File: config.mk
export PLATFORM = sky130hd
export DESIGN_NAME = alu_exec_stage
export DESIGN_NICKNAME = d
export VERILOG_FILES = /design/src/rtl/alu_exec_pkg.sv /design/src/rtl/alu_exec_stage_alu_core.sv /design/src/rtl/alu_exec_stage.sv
export SDC_FILE = /design/constraint.sdc
export NUM_CORES = 1
export LEC_CHECK = 0
export CELL_PAD_IN_SITES_DETAIL_PLACEMENT = 0
export CELL_PAD_IN_SITES_GLOBAL_PLACEMENT = 1
export CORE_MARGIN = 4
export CORE_UTILIZATION = 30
export CTS_CLUSTER_DIAMETER = 80
export DETAILED_ROUTE_END_ITERATION = 12
export PLACE_DENSITY_LB_ADDON = 0.1
export SLEW_MARGIN = 20
export SYNTH_ARGS = -nofsm -noshare
export SYNTH_HDL_FRONTEND = slang
export SYNTH_SLANG_ARGS = --single-unit
File: constraint.sdc
create_clock -name clk -period 1.72 [get_ports clk]
set_input_delay 0.172 -clock clk [delete_from_list [all_inputs] [get_ports clk]]
set_output_delay 0.172 -clock clk [all_outputs]
set_load 0.1 [all_outputs]
File: src/rtl/alu_exec_pkg.sv
// Shared ALU control encoding and execute-stage types, also used by the ARM-op-to-ALU adapter.
// Consumed by alu_core and alu_exec_stage (optional skid buffer: EXEC_SKID_EN).
package alu_exec_pkg;

  typedef logic [3:0] alu_ctrl_t;

  localparam alu_ctrl_t ALU_ADD = 4'b0000;
  localparam alu_ctrl_t ALU_SUB = 4'b0001;
  localparam alu_ctrl_t ALU_AND = 4'b0111;
  localparam alu_ctrl_t ALU_XOR = 4'b1001;

  localparam int EXEC_WIDTH = 32;
  localparam int EXEC_RD_W  = 4;

  typedef struct packed {
    logic n;
    logic z;
    logic c;
    logic v;
  } nzcv_t;

  // Default-width beat view for neighbours that do not override WIDTH/RD_W.
  typedef struct packed {
    logic [EXEC_WIDTH-1:0] result;
    logic [EXEC_RD_W-1:0]  rd;
    logic                  wb_en;
    logic                  err;
  } exec_beat_t;

  function automatic logic is_arith(alu_ctrl_t ctrl);
    return (ctrl == ALU_ADD) || (ctrl == ALU_SUB);
  endfunction

endpackage

File: src/rtl/alu_exec_stage_alu_core.sv
// Combinational ALU datapath: result, candidate NZCV and illegal-code flag.
// Logical ops pass the previous C/V through so the caller can write NZCV uniformly.
module alu_core
  import alu_exec_pkg::*;
#(
  parameter int WIDTH = 32
) (
  input  logic [WIDTH-1:0] a_i,
  input  logic [WIDTH-1:0] b_i,
  input  alu_ctrl_t        ctrl_i,
  input  logic             prev_c_i,
  input  logic             prev_v_i,
  output logic [WIDTH-1:0] result_o,
  output nzcv_t            nzcv_o,
  output logic             err_o
);

  logic             is_sub;
  logic [WIDTH-1:0] b_op;
  logic [WIDTH:0]   sum;
  logic             ovf;

  // SUB is a + ~b + 1, so carry out is the ARM "no borrow" flag.
  assign is_sub = (ctrl_i == ALU_SUB);
  assign b_op   = is_sub ? ~b_i : b_i;
  assign sum    = {1'b0, a_i} + {1'b0, b_op} + {{WIDTH{1'b0}}, is_sub};
  assign ovf    = (a_i[WIDTH-1] == b_op[WIDTH-1]) && (sum[WIDTH-1] != a_i[WIDTH-1]);

  always_comb begin
    result_o = '0;
    nzcv_o.c = prev_c_i;
    nzcv_o.v = prev_v_i;
    err_o    = 1'b0;
    if (is_arith(ctrl_i)) begin
      result_o = sum[WIDTH-1:0];
      nzcv_o.c = sum[WIDTH];
      nzcv_o.v = ovf;
    end else begin
      case (ctrl_i)
        ALU_AND: result_o = a_i & b_i;
        ALU_XOR: result_o = a_i ^ b_i;
        default: err_o    = 1'b1;
      endcase
    end
    nzcv_o.n = result_o[WIDTH-1];
    nzcv_o.z = (result_o == '0);
  end

endmodule

File: src/rtl/alu_exec_stage.sv
// Registered ALU execute stage: NZCV flags register plus output register or, with
// EXEC_SKID_EN defined, a 2-entry skid buffer with a registered in_ready.
module alu_exec_stage
  import alu_exec_pkg::*;
#(
  parameter int WIDTH = 32,
  parameter int RD_W  = 4
) (
  input  logic             clk,
  input  logic             rst_n,
  input  logic             in_valid,
  output logic             in_ready,
  input  alu_ctrl_t        in_alu_ctrl,
  input  logic [WIDTH-1:0] in_a,
  input  logic [WIDTH-1:0] in_b,
  input  logic [RD_W-1:0]  in_rd,
  input  logic             in_wb_en,
  input  logic             in_set_flags,
  output logic             out_valid,
  input  logic             out_ready,
  output logic [WIDTH-1:0] out_result,
  output logic [RD_W-1:0]  out_rd,
  output logic             out_wb_en,
  output logic             out_err,
  output logic [3:0]       flags_nzcv
);

  typedef struct packed {
    logic [WIDTH-1:0] result;
    logic [RD_W-1:0]  rd;
    logic             wb_en;
    logic             err;
  } beat_t;

  // Handshake: a beat transfers on a rising edge where valid & ready are both high;
  // valid never depends on ready, and a presented beat stays stable until it transfers.
  logic             accept;
  logic [WIDTH-1:0] core_result;
  nzcv_t            core_nzcv;
  logic             core_err;
  nzcv_t            flags_q;
  beat_t            new_beat;
  beat_t            head_q;

  assign accept = in_valid & in_ready;

  alu_core #(.WIDTH(WIDTH)) u_core (
    .a_i      (in_a),
    .b_i      (in_b),
    .ctrl_i   (in_alu_ctrl),
    .prev_c_i (flags_q.c),
    .prev_v_i (flags_q.v),
    .result_o (core_result),
    .nzcv_o   (core_nzcv),
    .err_o    (core_err)
  );

  assign new_beat = '{result: core_result, rd: in_rd, wb_en: in_wb_en, err: core_err};

  // Flags follow program order at accept time, regardless of any output stall.
  always_ff @(posedge clk or negedge rst_n) begin
    if (!rst_n) begin
      flags_q <= '0;
    end else if (accept && in_set_flags && !core_err) begin
      flags_q <= core_nzcv;
    end
  end

  assign flags_nzcv = flags_q;

`ifdef EXEC_SKID_EN
  logic [1:0] count_q, count_d;
  beat_t      skid_q, skid_d, head_d;
  logic       in_ready_q;
  logic       pop;

  assign pop = (count_q != 2'd0) & out_ready;

  always_comb begin
    count_d = count_q;
    head_d  = head_q;
    skid_d  = skid_q;
    case ({accept, pop})
      2'b10: begin
        if (count_q == 2'd0) head_d = new_beat;
        else                 skid_d = new_beat;
        count_d = 2'(count_q + 2'd1);
      end
      2'b01: begin
        head_d  = skid_q;
        count_d = 2'(count_q - 2'd1);
      end
      // Accept is only possible below two entries, so head drains into the new beat.
      2'b11: head_d = (count_q == 2'd2) ? skid_q : new_beat;
      default: ;
    endcase
  end

  always_ff @(posedge clk or negedge rst_n) begin
    if (!rst_n) begin
      count_q    <= 2'd0;
      head_q     <= '0;
      skid_q     <= '0;
      in_ready_q <= 1'b1;
    end else begin
      count_q    <= count_d;
      head_q     <= head_d;
      skid_q     <= skid_d;
      in_ready_q <= (count_d != 2'd2);
    end
  end

  assign in_ready  = in_ready_q;
  assign out_valid = (count_q != 2'd0);
`else
  logic out_valid_q;

  always_ff @(posedge clk or negedge rst_n) begin
    if (!rst_n) begin
      out_valid_q <= 1'b0;
      head_q      <= '0;
    end else if (accept) begin
      out_valid_q <= 1'b1;
      head_q      <= new_beat;
    end else if (out_ready) begin
      out_valid_q <= 1'b0;
    end
  end

  assign in_ready  = ~out_valid_q | out_ready;
  assign out_valid = out_valid_q;
`endif

  assign out_result = head_q.result;
  assign out_rd     = head_q.rd;
  assign out_wb_en  = head_q.wb_en;
  assign out_err    = head_q.err;

endmodule

==> impl_metrics.env, run 1 <==
export IMPL_status="finished, violations left"
export IMPL_violations="setup timing"
export IMPL_ir_drop_v=0.000625
export IMPL_fp_coreArea_um2=16100
export IMPL_async_reset_ff_frac=1.00
export IMPL_cts_sinks=43
export IMPL_final_max_slew_viol_count=0
export IMPL_setup_viol=35
export IMPL_synth_edf_count=0
export IMPL_period_needed_ns=3.69
export IMPL_placed_cell_area_um2=8000
export IMPL_area_growth_pct=80.1
export IMPL_pre_cts_slack_ns=-2.78
export IMPL_clk_insertion_delay_late_ns=0.28
export IMPL_synthesis_nets=733
export IMPL_drive_above_1_share=0.462
export IMPL_hold_violations=0
export IMPL_ys_seq_area_frac=0.215
export IMPL_setup_tns_ns=-41.14
export IMPL_clk_pin_slew_ns=0.06
export IMPL_yosys_most_used_dff="dfrtp_1"
export IMPL_avgViaCountPerCell=5.13
export IMPL_wl_per_cell_um=16.9
export IMPL_syn_area_um2=5010
export IMPL_avgSynthCellArea_um2=8.53
export IMPL_ant_nets=0
export IMPL_cts_tree="done"
export IMPL_first_global_vias=5834
export IMPL_vias=5777
export IMPL_synth_ff_latch_count=43
export IMPL_grt_pass1_wl_mm=29.7
export IMPL_htree_levels=2
export IMPL_drtPass1Iterations=5
export IMPL_clock_skew_ns=0.00227
export IMPL_fp_row_count=46
export IMPL_period_share=2.15
export IMPL_root_buffer="clkbuf_16"
export IMPL_clock_path_buffers=2
export IMPL_leakagePower_nw=4.19
export IMPL_drt_wl_total_mm=19.0
export IMPL_ios=122
export IMPL_synth_cell_types=73
export IMPL_cp_start_kind="input pin"
export IMPL_synth_top_area_frac=0.215
export IMPL_seq_area_um2=1080
export IMPL_power_mw=5.90
export IMPL_cp_required_ns=1.91
export IMPL_cap_violations=0
export IMPL_crit_arrival_ns=3.88
export IMPL_grt_usage=0.196
export IMPL_drc=0
export IMPL_drt_first_iter_violations=313
export IMPL_dp_hpwl_mm=15.5
export IMPL_utilization=0.560
export IMPL_fmax_mhz=271
export IMPL_yosysWarnings=0
export IMPL_final_nets=1055
export IMPL_fillCellCount=1488
export IMPL_netlist_top_cells_area="dfrtp_1 21%, ha_1 16%, xor2_1 6.6%, mux2_2 4.5%, o21ai_0 4.3%"
export IMPL_die_w_um=137
export IMPL_start_util=0.311
export IMPL_multi_input_area_um2=4420
export IMPL_portBuffers=121
export IMPL_worstMarginPinSlew_ns=0.701
export IMPL_layout_setup_ws_ns=-1.97
export IMPL_grt_max_degree=31
export IMPL_die_h_um=137
export IMPL_antennaDiodeCount=0
export IMPL_antenna_found_initial=1
export IMPL_overflow=0
export IMPL_synth_cells=588
export IMPL_cp_end_kind="flip-flop"
export IMPL_slew_headroom=0.532
export IMPL_place_congestion=0.899
export IMPL_critPathMaxFanout=4
export IMPL_final_area_um2=9030
export IMPL_synth_top_area_cell="dfrtp_1"
export IMPL_powerDensity_nw_per_um2=653
export IMPL_dieArea_um2=18800
export IMPL_cts_made_buffers=5
export IMPL_crit_type="input pin to flip-flop"
export IMPL_rsz0062_at_grt="true"
export IMPL_min_delay_path_class="input pin to asynchronous set/reset pin"
final cells by class:
| class | count | area share |
|---|---|---|
| Multi-Input combinational cell | 498 | 0.489 |
| Timing Repair Buffer | 355 | 0.342 |
| Sequential cell | 43 | 0.120 |
| Tap cell | 216 | 0.0299 |
| Clock buffer | 5 | 0.0139 |
| Inverter | 7 | 0.00291 |
| Clock inverter | 3 | 0.00263 |
critical path, stage by stage:
cell and delay, ns:
buf_6 0.10, nor4b_4 0.31, buf_4 0.19, xor2_4 0.18, buf_4 0.15, inv_2 0.03, fa_2 0.35, and2b_2 0.26
o2111ai_4 0.15, buf_4 0.18, a211oi_4 0.26, or3_1 0.15, and3_4 0.21, o211a_1 0.16, and4_1 0.19, nand4_1 0.12
or4_4 0.54, o31ai_2 0.18
path summary, 6_finish.rpt:
path	slack (ns)	end	from	cells after the start
setup / recovery	-1.97	flags_nzcv[2]$_DFFE_PN0P_	in_alu_ctrl[2]	18
hold / removal	0.28	out_result[6]$_DFFE_PN0P_	rst_n	2
setup reg to reg	-0.47	flags_nzcv[2]$_DFFE_PN0P_	out_valid$_DFFE_PN0P_	8
hold reg to reg	0.48	flags_nzcv[0]$_DFFE_PN0P_	flags_nzcv[0]$_DFFE_PN0P_	2
max in group asynchronous	0.91	out_valid$_DFFE_PN0P_	rst_n	3
min in group clk	0.40	out_result[13]$_DFFE_PN0P_	in_alu_ctrl[0]	4
cells in the mapped netlist, types with 3 or more instances:
cell       n
nor3_1    15
nor2b_1    3
a22o_1     6
nor2_1    32
nand4_1   16
xor2_1    38
nand2b_1   5
and3_1     8
a21o_1    15
dfrtp_1   43
a222oi_1   5
a31oi_1    5
xnor2_1    7
a22oi_1   15
o21a_1     8
a221oi_1   6
or2_2      3
ha_1      66
clkbuf_1  31
a211oi_1   8
a21oi_1   35
nand2_1   55
o21ai_0   43
inv_1      7
mux2_2    20
a221o_1    4
nand3_1   12
or3_1      5
o211ai_1   3
o31ai_1    7
a211o_1    4
registers in the layout (all words and copies together), names as in the netlist:
register,flops
out_result,32
flags_nzcv,4
out_rd,4
out_err,1
out_valid,1
out_wb_en,1
placed cells by master, fill, tap and decap left out, types with 5 or more instances in the layout:
master             n
a22oi_1           13
nand3_1           11
clkbuf_16          5
a21oi_4            5
o21a_1             6
a22o_1             6
o31ai_1            6
buf_4            239
nor2_1            27
a21o_1            14
ha_1              63
nand2_1           52
nand4_1           16
buf_6             29
o21ai_1           19
buf_12            11
mux2_2            16
a21oi_1           24
inv_1              6
dfrtp_1           42
nor3_1            10
clkdlybuf4s50_1   70
a222oi_1           5
xor2_2             7
xor2_1            30
a21oi_2            7
o21ai_0           13
o21ai_2           11
layer usage:
layer | routed length, µm | part of all wire | vias to the layer above | track usage
met4 | 159 | 0.0084 | 2 | 0.0355
met2 | 9130 | 0.48 | 139 | 0.335
met3 | 821 | 0.043 | 14 | 0.0179
met1 | 8900 | 0.47 | 2736 | 0.272
li1 | - | - | 2886 | -
met5 | 13 | 0.00068 | - | 0
cell families (layout without fill, tap and decap cells):
family / after synthesis / count (layout) / synth area share
AOI/OAI and AO/OA: 195 / 195 / 0.280
and+or+nand+nor: 169 / 169 / 0.169
adders and majority gates: 67 / 67 / 0.169
buffers and inverters: 47 / 370 / 0.0404
xor gates and xnor gates: 45 / 45 / 0.0786
DFF: 43 / 43 / 0.215
muxes: 22 / 22 / 0.0489
through the flow:
step | std cells | hold slack, ns
floorplan | 588 | -0.124
global placement | 1092 | 0.0194
detailed placement | 1092 | 0.0214
CTS | 1120 | 0.276
global route | 1127 | 0.292
finish | 1127 | 0.277
power breakdown:
part | switching, mW | leakage, nW | internal (mW) | total, mW
Clock | 0.385 | 0.0664 | 0.542 | 0.927
Combinational | 2.18 | 3.55 | 1.59 | 3.77
Sequential | 0.0765 | 0.568 | 1.13 | 1.20
what timing repair did:
action                                  in CTS  in global routing
gates cloned                                 1                  0
hold buffers                                 1                  0
endpoints found under the setup margin      35                 35
pin swaps                                   68                 46
setup buffers                               23                 11
endpoints found under the hold margin        6                  0
resized for setup                          139                 42
Power figures use the tool's default switching activity.
==> run 2, diff against run 1 <==
- clock period: 1.72 -> 3.2 ns (I/O delays scaled with it)
==> impl_metrics.env, run 2 (synthesized netlist as in run 1, its figures left out) <==
export IMPL_largest_reg_flops=32
export IMPL_grt_usage=0.197
export IMPL_avgViaCountPerCell=5.16
export IMPL_antennaDiodeCount=0
export IMPL_switching_share=0.448
export IMPL_dp_cells=1078
export IMPL_worstMarginPinSlew_ns=1.01
export IMPL_drive_above_1_share=0.346
export IMPL_antenna_found_initial=0
export IMPL_clk_insertion_delay_late_ns=0.28
export IMPL_power_share_sequential=0.212
export IMPL_vias=5697
export IMPL_ir_drop_v=0.000269
export IMPL_first_global_vias=5776
export IMPL_grt_max_degree=45
export IMPL_die_h_um=137
export IMPL_slew_headroom=0.325
export IMPL_cts_made_buffers=5
export IMPL_final_cell_mix="203 x buf_4, 114 x clkdlybuf4s50_1, 66 x ha_1"
export IMPL_final_common_cell="buf_4"
export IMPL_status="finished, violations left"
export IMPL_crit_type="input pin to flip-flop"
export IMPL_final_area_um2=8480
export IMPL_timing_rr_start="out_valid$_DFFE_PN0P_"
export IMPL_p_clk_frac=0.166
export IMPL_final_nets=1033
export IMPL_clk_pin_slew_ns=0.06
export IMPL_crit_arrival_ns=3.99
export IMPL_root_buffer="clkbuf_16"
export IMPL_fillCellCount=1496
export IMPL_drtPass1Iterations=5
export IMPL_regToRegSetupSlack_ns=1.02
export IMPL_r2r_end="flags_nzcv[2]$_DFFE_PN0P_"
export IMPL_drt_wl_total_mm=18.8
export IMPL_reg2reg_depth=8
export IMPL_start_util=0.311
export IMPL_endpoint="flags_nzcv[2]$_DFFE_PN0P_"
export IMPL_fp_row_count=46
export IMPL_drt_first_iter_violations=307
export IMPL_portBuffers=121
export IMPL_p_int_mw=1.67
export IMPL_crit_path_start="in_alu_ctrl[2]"
export IMPL_cp_required_ns=3.39
export IMPL_fmax_mhz=263
export IMPL_ios=122
export IMPL_grt_pass1_wl_mm=29.8
export IMPL_cp_start_kind="input pin"
export IMPL_powerDensity_nw_per_um2=358
export IMPL_overflow=0
export IMPL_htree_levels=2
export IMPL_drc=0
export IMPL_violations="setup timing"
export IMPL_fp_coreArea_um2=16100
export IMPL_dp_hpwl_mm=15.6
export IMPL_cts_sinks=43
export IMPL_period_share=1.19
export IMPL_setup_viol=7
export IMPL_placed_cell_area_um2=7900
export IMPL_wl_per_cell_um=17.0
export IMPL_layout_setup_ws_ns=-0.598
export IMPL_fin_cells=1105
export IMPL_final_max_slew_viol_count=0
export IMPL_die_w_um=137
export IMPL_leakagePower_nw=3.88
export IMPL_cap_violations=0
export IMPL_dieArea_um2=18800
export IMPL_area_growth_pct=69.2
export IMPL_power_switching_mw=1.36
export IMPL_rsz0062_at_grt="true"
export IMPL_place_congestion=0.973
export IMPL_hold_violations=0
export IMPL_ant_nets=0
export IMPL_cts_tree="done"
export IMPL_clock_skew_ns=0.00592
export IMPL_min_delay_path_class="input pin to asynchronous set/reset pin"
export IMPL_comb_power_share=0.622
export IMPL_critPathMaxFanout=9
export IMPL_period_needed_ns=3.80
export IMPL_cp_end_kind="flip-flop"
export IMPL_clock_path_buffers=2
-- run 2: cell types whose count changed in the layout (fill, tap and decap cells not counted), sizes merged --
| cell | delta |
|---|---|
| buf | -64 |
| clkdlybuf4s50 | +44 |
| dlygate4sd3 | -1 |
| dlymetal6s2s | -1 |
-- run 2: routing by layer --
layer  part of all wire  GRT usage  routed length (µm)  up-vias
li1                   -          -                   -     2839
met1               0.47      0.272                8780     2675
met2               0.46      0.334                8720      165
met3              0.051     0.0150                 958       18
met4              0.017     0.0488                 318        0
met5                  0          0                   0        -
-- run 2: layout make-up --
cell class / count / area [µm²] / area share
sequential: 43 / 1080 / 0.127
clock buffer: 5 / 125 / 0.0147
multi-input combinational: 498 / 4090 / 0.482
tap: 216 / 270 / 0.0319
timing repair buffer: 333 / 2870 / 0.338
clock inverter: 3 / 23.8 / 0.00280
inverter: 7 / 26.3 / 0.00310
-- run 2: worst min-delay path by stage --
stage / slack [ns] / end / from / depth (start not counted)
2_1_floorplan: 0.02 / flags_nzcv[0]$_DFFE_PN0P_ / rst_n / 0
3_3_place_gp: 0.46 / out_result[8]$_DFFE_PN0P_ / out_result[8]$_DFFE_PN0P_ / 2
3_5_place_dp: 0.47 / flags_nzcv[0]$_DFFE_PN0P_ / flags_nzcv[0]$_DFFE_PN0P_ / 2
4_1_cts: 0.23 / out_rd[1]$_DFFE_PN0P_ / rst_n / 1
5_1_grt: 0.27 / out_rd[1]$_DFFE_PN0P_ / rst_n / 1
6_report: 0.18 / out_rd[1]$_DFFE_PN0P_ / rst_n / 1
-- run 2: what timing repair did --
item | 4_1_cts | 5_1_grt
endpoints found under the hold margin | 0 | 0
buffers inserted | 16 | 4
hold buffers | 0 | 0
setup endpoints to repair | 27 | 17
resized for setup | 60 | 27
gates cloned | 1 | 0
pin swaps | 38 | 34
-- run 2: power groups by stage --
stage | registers (mW) | clock network [mW] | logic (mW)
after detailed placement | 0.653 | 0 | 1.77
after global placement | 0.649 | 0 | 1.76
after global routing | 0.650 | 0.540 | 2.02
final | 0.642 | 0.505 | 1.89
after CTS | 0.643 | 0.515 | 1.85
after floorplan | 1.08 | 0 | 0.631
-- run 2: critical path, cell delays in order --
cell	delay, ns
buf_8	0.10
nor4b_4	0.27
buf_6	0.19
buf_12	0.15
xor2_1	0.15
ha_1	0.27
a21o_1	0.21
a31oi_4	0.20
and3_4	0.23
buf_4	0.12
a21oi_4	0.07
buf_4	0.15
a31oi_1	0.17
o211ai_1	0.23
a221oi_2	0.27
nand4_1	0.15
or4_4	0.54
o31ai_2	0.18
-- run 2: stage by stage --
| step | worst slack [ns] | setup TNS (ns) | power (mW) | hold slack, ns | utilization |
|---|---|---|---|---|---|
| after global routing | -0.744 | -3.33 | 3.21 | 0.268 | 0.526 |
| after floorplan | -0.529 | -1.76 | 1.71 | 0.0244 | - |
| after detailed placement | -1.57 | -19.52 | 2.43 | 0.471 | 0.490 |
| final | -0.598 | -1.77 | 3.03 | 0.179 | 0.526 |
| after CTS | -0.611 | -1.70 | 3.01 | 0.230 | 0.519 |
| after global placement | -1.55 | -18.24 | 2.41 | 0.464 | 0.490 |
==> run 3, diff against run 2 <==
- MAX_ROUTING_LAYER: not set -> met4
==> impl_metrics.env, run 3 (synthesized netlist as in run 1, its figures left out) <==
export IMPL_status="finished, violations left"
export IMPL_violations="setup timing"
export IMPL_period_share=1.20
export IMPL_worstMarginPinSlew_ns=1.01
export IMPL_met2_length_mm=9.27
export IMPL_placed_cell_area_um2=7980
export IMPL_max_stage_delay_ns=0.57
export IMPL_grt_max_degree=45
export IMPL_crit_path_frequent_cell="buf_6"
export IMPL_drt_wl_total_mm=19.9
export IMPL_root_buffer="clkbuf_16"
export IMPL_overflow=0
export IMPL_drc=0
export IMPL_setup_tns_ns=-3.88
export IMPL_utilization=0.547
export IMPL_fillCellCount=1514
export IMPL_drt_first_iter_violations=268
export IMPL_ir_drop_v=0.000315
export IMPL_clock_path_buffers=2
export IMPL_cp_required_ns=3.39
export IMPL_drtPass1Iterations=5
export IMPL_rsz0062_at_grt="true"
export IMPL_layout_setup_ws_ns=-0.656
export IMPL_vias=5860
export IMPL_first_global_vias=5981
export IMPL_cts_hold_buf=0
export IMPL_cts_made_buffers=5
export IMPL_area_growth_pct=75.8
export IMPL_place_congestion=0.925
export IMPL_ios=122
export IMPL_critPathMaxFanout=6
export IMPL_final_nets=1063
export IMPL_cp_start_kind="input pin"
export IMPL_slew_headroom=0.322
export IMPL_htree_levels=2
export IMPL_wl_met1_mm=9.19
export IMPL_dp_hpwl_mm=15.9
export IMPL_crit_arrival_ns=4.05
export IMPL_hold_violations=0
export IMPL_setup_viol=13
export IMPL_wl_per_cell_um=17.5
export IMPL_period_needed_ns=3.86
export IMPL_fmax_mhz=259
export IMPL_dp_cells=1091
export IMPL_leakagePower_nw=4.05
export IMPL_crit_type="input pin to flip-flop"
export IMPL_seq_area_um2=1080
export IMPL_die_w_um=137
export IMPL_min_delay_path_class="input pin to asynchronous set/reset pin"
export IMPL_slowest_stage="or4_4"
export IMPL_grt_pass1_wl_mm=31.1
export IMPL_fp_row_count=46
export IMPL_fp_coreArea_um2=16100
export IMPL_antenna_found_initial=0
export IMPL_met3WireLength_mm=1.03
export IMPL_final_common_cell="buf_4"
export IMPL_clk_insertion_delay_late_ns=0.27
export IMPL_drive_above_1_share=0.385
export IMPL_final_max_slew_viol_count=0
export IMPL_clk_pin_slew_ns=0.06
export IMPL_cap_violations=0
export IMPL_cts_sinks=43
export IMPL_ant_nets=0
export IMPL_clock_skew_ns=0.00229
export IMPL_avgViaCountPerCell=5.17
export IMPL_cts_tree="done"
export IMPL_die_h_um=137
export IMPL_portBuffers=121
export IMPL_highest_layer="met4"
export IMPL_cp_end_kind="flip-flop"
export IMPL_antennaDiodeCount=0
export IMPL_start_util=0.311
export IMPL_multi_input_area_um2=4180
export IMPL_largest_reg_flops=32
export IMPL_dieArea_um2=18800
export IMPL_final_area_um2=8810
export IMPL_powerDensity_nw_per_um2=352
export IMPL_final_cell_mix="230 x buf_4, 115 x clkdlybuf4s50_1, 65 x ha_1"
export IMPL_crit_chain="buf_6 > nor4b_4 > buf_4 > xor2_2 > inv_2 > fa_2 > and2b_1 > o2111ai_2 > a21o_1 > buf_6 > a21oi_4 > nor2_1 > a211o_1 > nor4_2 > nand4_1 > or4_4 > o31ai_4"
export IMPL_fin_cells=1134
export IMPL_grt_usage=0.212
run 3: path summary, 6_finish.rpt:
kind	from	end	slack [ns]	cells after the start
max in group asynchronous	rst_n	out_result[20]$_DFFE_PN0P_	2.43	1
setup reg to reg	out_valid$_DFFE_PN0P_	flags_nzcv[2]$_DFFE_PN0P_	1.04	8
hold reg to reg	out_result[5]$_DFFE_PN0P_	out_result[5]$_DFFE_PN0P_	0.48	2
setup / recovery	in_alu_ctrl[2]	flags_nzcv[2]$_DFFE_PN0P_	-0.66	17
hold / removal	rst_n	out_rd[2]$_DFFE_PN0P_	0.18	1
min in group clk	out_result[5]$_DFFE_PN0P_	out_result[5]$_DFFE_PN0P_	0.48	2
run 3: report_power, final:
group	internal [mW]	switching [mW]
registers	0.606	0.0368
logic	0.822	1.14
clock network	0.304	0.186
run 3: worst max-delay path, delay by kind of cell:
family | cells | cell delay, ns
adders and majority gates | 1 | 0.35
and+or+nand+nor | 6 | 1.60
AOI/OAI and AO/OA | 5 | 1.12
buffers and inverters | 4 | 0.48
xor gates and xnor gates | 1 | 0.18
run 3: timing repair:
item | in CTS | in global routing
gates resized for setup | 74 | 39
setup buffers | 28 | 10
endpoints found under the setup margin | 30 | 20
pin swaps | 43 | 41
run 3: cell type report:
class | instances | area share
tap | 216 | 0.0307
clock buffer | 6 | 0.0158
timing repair buffer | 363 | 0.353
multi-input combinational | 498 | 0.475
inverter | 7 | 0.00298
sequential | 43 | 0.122
clock inverter | 1 | 0.000568
run 3: metrics by stage:
stage	power, mW	hold WS [ns]	setup slack (ns)
final	3.10	0.181	-0.656
after global placement	2.43	0.464	-1.60
after CTS	3.04	0.224	-0.698
after global routing	3.28	0.274	-0.846
after detailed placement	2.45	0.470	-1.63
after floorplan	1.71	0.0244	-0.529
run 3: layer usage:
metal / vias to the layer above / track usage
li1: 2887 / -
met1: 2782 / 0.288
met2: 166 / 0.343
met3: 25 / 0.0179
met4: 0 / 0.0532
met5: - / -
